<file path="src/rtl/alu_1bit.sv">
// alu_1bit: single-bit ALU slice (XNOR / NOR / ADD / SUB) with registered s, cout and out_valid.
// Optional macro ALU_1BIT_STICKY_EN adds sticky_clr / sticky_cout (sticky OR of registered cout).
module alu_1bit #(
  parameter logic RESET_S    = 1'b0,
  parameter logic RESET_COUT = 1'b0
) (
  input  logic       clk,
  input  logic       rst_n,
  input  logic       in_valid,
  input  logic       a,
  input  logic       b,
  input  logic       cin,
  input  logic [1:0] op,
`ifdef ALU_1BIT_STICKY_EN
  input  logic       sticky_clr,
  output logic       sticky_cout,
`endif
  output logic       s,
  output logic       cout,
  output logic       out_valid
);

  // Handshake: valid-only. a/b/cin/op are taken on any rising edge with in_valid=1, and the
  // result appears with out_valid=1 for exactly one cycle after that edge. There is no ready.

  typedef enum logic [1:0] {
    OP_XNOR = 2'b00,
    OP_NOR  = 2'b01,
    OP_ADD  = 2'b10,
    OP_SUB  = 2'b11
  } op_e;

  op_e  op_sel;
  logic b_eff;
  logic s_next;
  logic cout_next;

  assign op_sel = op_e'(op);

  // SUB is a + ~b + cin, so it shares the full-adder path with an inverted b.
  always_comb begin
    s_next    = 1'b0;
    cout_next = 1'b0;
    b_eff     = b;
    case (op_sel)
      OP_XNOR: s_next = ~(a ^ b);
      OP_NOR:  s_next = ~(a | b);
      OP_ADD: begin
        s_next    = a ^ b_eff ^ cin;
        cout_next = (a & b_eff) | (a & cin) | (b_eff & cin);
      end
      OP_SUB: begin
        b_eff     = ~b;
        s_next    = a ^ b_eff ^ cin;
        cout_next = (a & b_eff) | (a & cin) | (b_eff & cin);
      end
      default: begin
        s_next    = 1'b0;
        cout_next = 1'b0;
      end
    endcase
  end

  always_ff @(posedge clk or negedge rst_n) begin
    if (!rst_n) begin
      s         <= RESET_S;
      cout      <= RESET_COUT;
      out_valid <= 1'b0;
    end else begin
      out_valid <= in_valid;
      if (in_valid) begin
        s    <= s_next;
        cout <= cout_next;
      end
    end
  end

`ifdef ALU_1BIT_STICKY_EN
  // Clear wins over a simultaneous set so software never loses a clear request.
  always_ff @(posedge clk or negedge rst_n) begin
    if (!rst_n) begin
      sticky_cout <= 1'b0;
    end else if (sticky_clr) begin
      sticky_cout <= 1'b0;
    end else if (in_valid && cout_next) begin
      sticky_cout <= 1'b1;
    end
  end
`endif

endmodule

</file>
<file path="config.mk">
export PLATFORM = sky130hd
export DESIGN_NAME = alu_1bit
export DESIGN_NICKNAME = d
export VERILOG_FILES = /design/src/rtl/alu_1bit.sv
export SDC_FILE = /design/constraint.sdc
export NUM_CORES = 1
export LEC_CHECK = 0
export ABC_AREA = 1
export BUFFER_PORTS_ARGS = -buffer_cell sky130_fd_sc_hd__buf_4
export CAP_MARGIN = 10
export CORE_AREA = 2 2 39 41
export CTS_CLUSTER_SIZE = 25
export DETAILED_ROUTE_END_ITERATION = 8
export DIE_AREA = 0 0 41 43
export SLEW_MARGIN = 10
export SYNTH_ARGS = -nofsm -noshare
export SYNTH_HDL_FRONTEND = slang
export SYNTH_SLANG_ARGS = --single-unit
export TNS_END_PERCENT = 5
</file>
<file path="constraint.sdc">
create_clock -name clk -period 0.9 [get_ports clk]
set_input_delay 0 -clock clk [delete_from_list [all_inputs] [get_ports clk]]
set_output_delay 0 -clock clk [all_outputs]
set_load 0.005 [all_outputs]
</file>
==> flow_summary_export.csv <==
group,metric,value,unit
placement,routabilityCongestion,0.7146,
timing,hold_viol_final,0,
power_and_ir_drop,p_leak,0.2266,nW
worst_setup_path,crit_path_start_kind,"register",
timing,slew_violations,0,
synth,syn-num-nets,45,
clock_network,cts_resized,0,
synth,synth_top_cells_by_area,"dfrtp_1, ha_1, nand2_1, inv_1, nor2_1",
timing,post-route-min-period,855.3,ps
layout,diodes,0,
clock_network,root_buffer,"clkbuf_4",
synth,syn_area_per_cell,6.808,um2
power_and_ir_drop,vdd.ir_drop.worst,0.0004109,V
worst_setup_path,reg2reg_from,"s",
die,die_x,41,um
global_route,grtUsageMet2,0.1031,
global_route,grt_pass1_wl,876,um
die,io_pins,11,
layout,instances_no_fill,69,
clock_network,numClockSinks,3,
worst_setup_path,crit_start,"s",
timing,tightestPinTransition,142.0,ps
worst_setup_path,crit_arrival,980,ps
synth,ys_seq_area_frac,0.3243,
worst_setup_path,crit_path_end_kind,"register",
global_route,grt_pass1_vias,243,
drt,routedWlPerCell,7.493,um
worst_setup_path,reg2reg_slack,40,ps
clock_network,clockBufferDepth,2,
worst_setup_path,path_cells,"or2_2 -> nand2_1 -> inv_1",
placement,dp_cells,63,
global_route,grt_overflow,0,
drt,dr.pass1.iters,2,
timing,fmax,1169,MHz
clock_network,cts.clk_slew.worst_paths,40,ps
drt,dr.first_iter.drc_count,3,
synth,yosysWarningCount,0,
clock_network,cts_buffers,3,
worst_setup_path,critPathKind,"reg2reg",
drt,antenna_left,0,
drt,vias_per_cell,3.783,
worst_setup_path,cp_slowest_cell,"dfrtp_1",
drt,vias,261,
synth,synth_seq_cells,3,
worst_setup_path,critPathMaxFanout,2,
placement,port_buffers,10,
global_route,use_met3,0.03141,
worst_setup_path,worstPathRequired,1030,ps
flow_run,cap_violations,0,
synth,synth_cells,34,
placement,hpwl,417.7,um
timing,timing.final.ws_setup,44.72,ps
timing,finalCritPeriodShare,0.9503,
worst_hold_path,holdCritStartpoint,"in_valid",
run_status,status,"finished, final reports clean",
drt,wl,517,um
worst_setup_path,crit_end,"s",
layout,final_nets,65,
worst_setup_path,slowest_delay,370,ps
layout,n_fill_cell,153,
power_and_ir_drop,powerDensity,1320,nW/um2
layout,layout-drive-gt1-share,0.3208,
worst_setup_path,worst_r2r_path_depth,3,
global_route,grt.busiest_layer,"met2",
die,die_y,43,um
synth,synth_top_area_frac,0.3243,
worst_setup_path,crit_buf_inv,1,
global_route,gr-usage-met1,0.09061,
worst_setup_path,r2r_end,"s",
synth,synth_area_leader_cell,"dfrtp_1",
global_route,gr-usage-all-layers,0.07344,
worst_setup_path,cpLargestDelayFamily,"flip-flops",
layout,multi_input_area,130.1,um2
timing,relSlewSlack,0.9043,
layout,area_delta_synth_final,70.81,%
worst_hold_path,hold_class,"in2reg",
clock_network,cts_tree,"yes",
placement,dp_worst_setup_slack,-25.41,ps
die,core,1384,um2
worst_setup_path,cp_num_cells,3,
die,start_util,0.1673,
timing,clock_skew,0,ps
layout,seq_area,75.07,um2
global_route,grt_max_degree,6,
drt,route.detailed.drc,0,
clock_network,clock_latency,230,ps
die,rows,14,
synth,synth_cell_type_count,10,
clock_network,htree_levels,1,
timing,setup_viol,0,
die,die-area,1763,um2
timing,rsz0062_at_grt,"no",
synth,syn_area,231.5,um2
global_route,antenna_found_initial,0,
## sequential cells by signal, indices dropped and copies added, names as in the netlist
signal     count
out_valid      1
cout           1
s              1
## synthesized netlist by cell type
cell	count
nand2_1	8
o21ai_0	2
ha_1	3
or2_2	1
dfrtp_1	3
inv_1	7
nand3_1	2
a21oi_1	1
nand4_1	2
nor2_1	5
## how the worst min path moves through the flow
stage           end  cells after the start
2_1_floorplan  cout                      0
3_3_place_gp      s                      1
3_5_place_dp      s                      1
4_1_cts        cout                      4
5_1_grt        cout                      4
6_report       cout                      4
## through the flow
step | area [um2] | power [mW] | utilization | TNS [ps] | hold WS (ps)
floorplan | 231.5 | 0.2064 | - | 0 | -295.6
global placement | 349.1 | 0.2777 | 0.2523 | -11.33 | -208.8
detailed placement | 349.1 | 0.2807 | 0.2523 | -25.41 | -209.6
CTS | 395.4 | 0.5325 | 0.2857 | 0 | 42.24
global route | 395.4 | 0.5640 | 0.2857 | 0 | 56.51
finish | 395.4 | 0.5220 | 0.2857 | 0 | 42.12
## layout make-up
type / instances / share of cell area
Clock buffer: 4 / 0.06646
Inverter: 7 / 0.06646
Multi-Input combinational cell: 24 / 0.3291
Sequential cell: 3 / 0.1899
Tap cell: 16 / 0.05063
Timing Repair Buffer: 15 / 0.2975
## logic make-up after synthesis
| logic type | Yosys count | share of synthesized area |
|---|---|---|
| DFF | 3 | 0.3243 |
| adders and majority gates | 3 | 0.1622 |
| AOI/OAI and AO/OA | 3 | 0.06485 |
| and+or+nand+nor | 18 | 0.3352 |
| buffers and inverters | 7 | 0.1135 |
## worst register-to-register path, delay by kind of cell, from the launching register on
family,cells,cell delay [ps]
buffers and inverters,1,40
DFF,1,370
and+or+nand+nor,2,350
## metal layers
| metal | part of all wire | wire length, um |
|---|---|---|
| met4 | 0.015 | 8 |
| met2 | 0.47 | 244 |
| met3 | 0.062 | 32 |
| met1 | 0.45 | 232 |
| met5 | 0 | 0 |
## what timing repair did
item | in CTS | in global routing
buffers inserted | 0 | 0
hold buffers | 2 | 0
hold endpoints to repair | 4 | 0
endpoints found under the setup margin | 0 | 1
## cells in the final DEF (no fill, tap or decap), drive strengths merged
cell type,synthesis,routed
a21oi,1,1
buf,0,13
clkbuf,0,4
dfrtp,3,3
dlygate4sd3,0,2
ha,3,3
inv,7,7
nand2,8,8
nand3,2,2
nand4,2,2
nor2,5,5
o21ai,2,2
or2,1,1
## power breakdown
group | leakage [nW] | switching (mW) | internal (mW)
Combinational | 0.176 | 0.0553 | 0.0728
Sequential | 0.0359 | 0.00636 | 0.149
Clock | 0.0150 | 0.0725 | 0.166
Total | 0.227 | 0.134 | 0.388
Note: power is estimated with default switching activity, not from simulation.
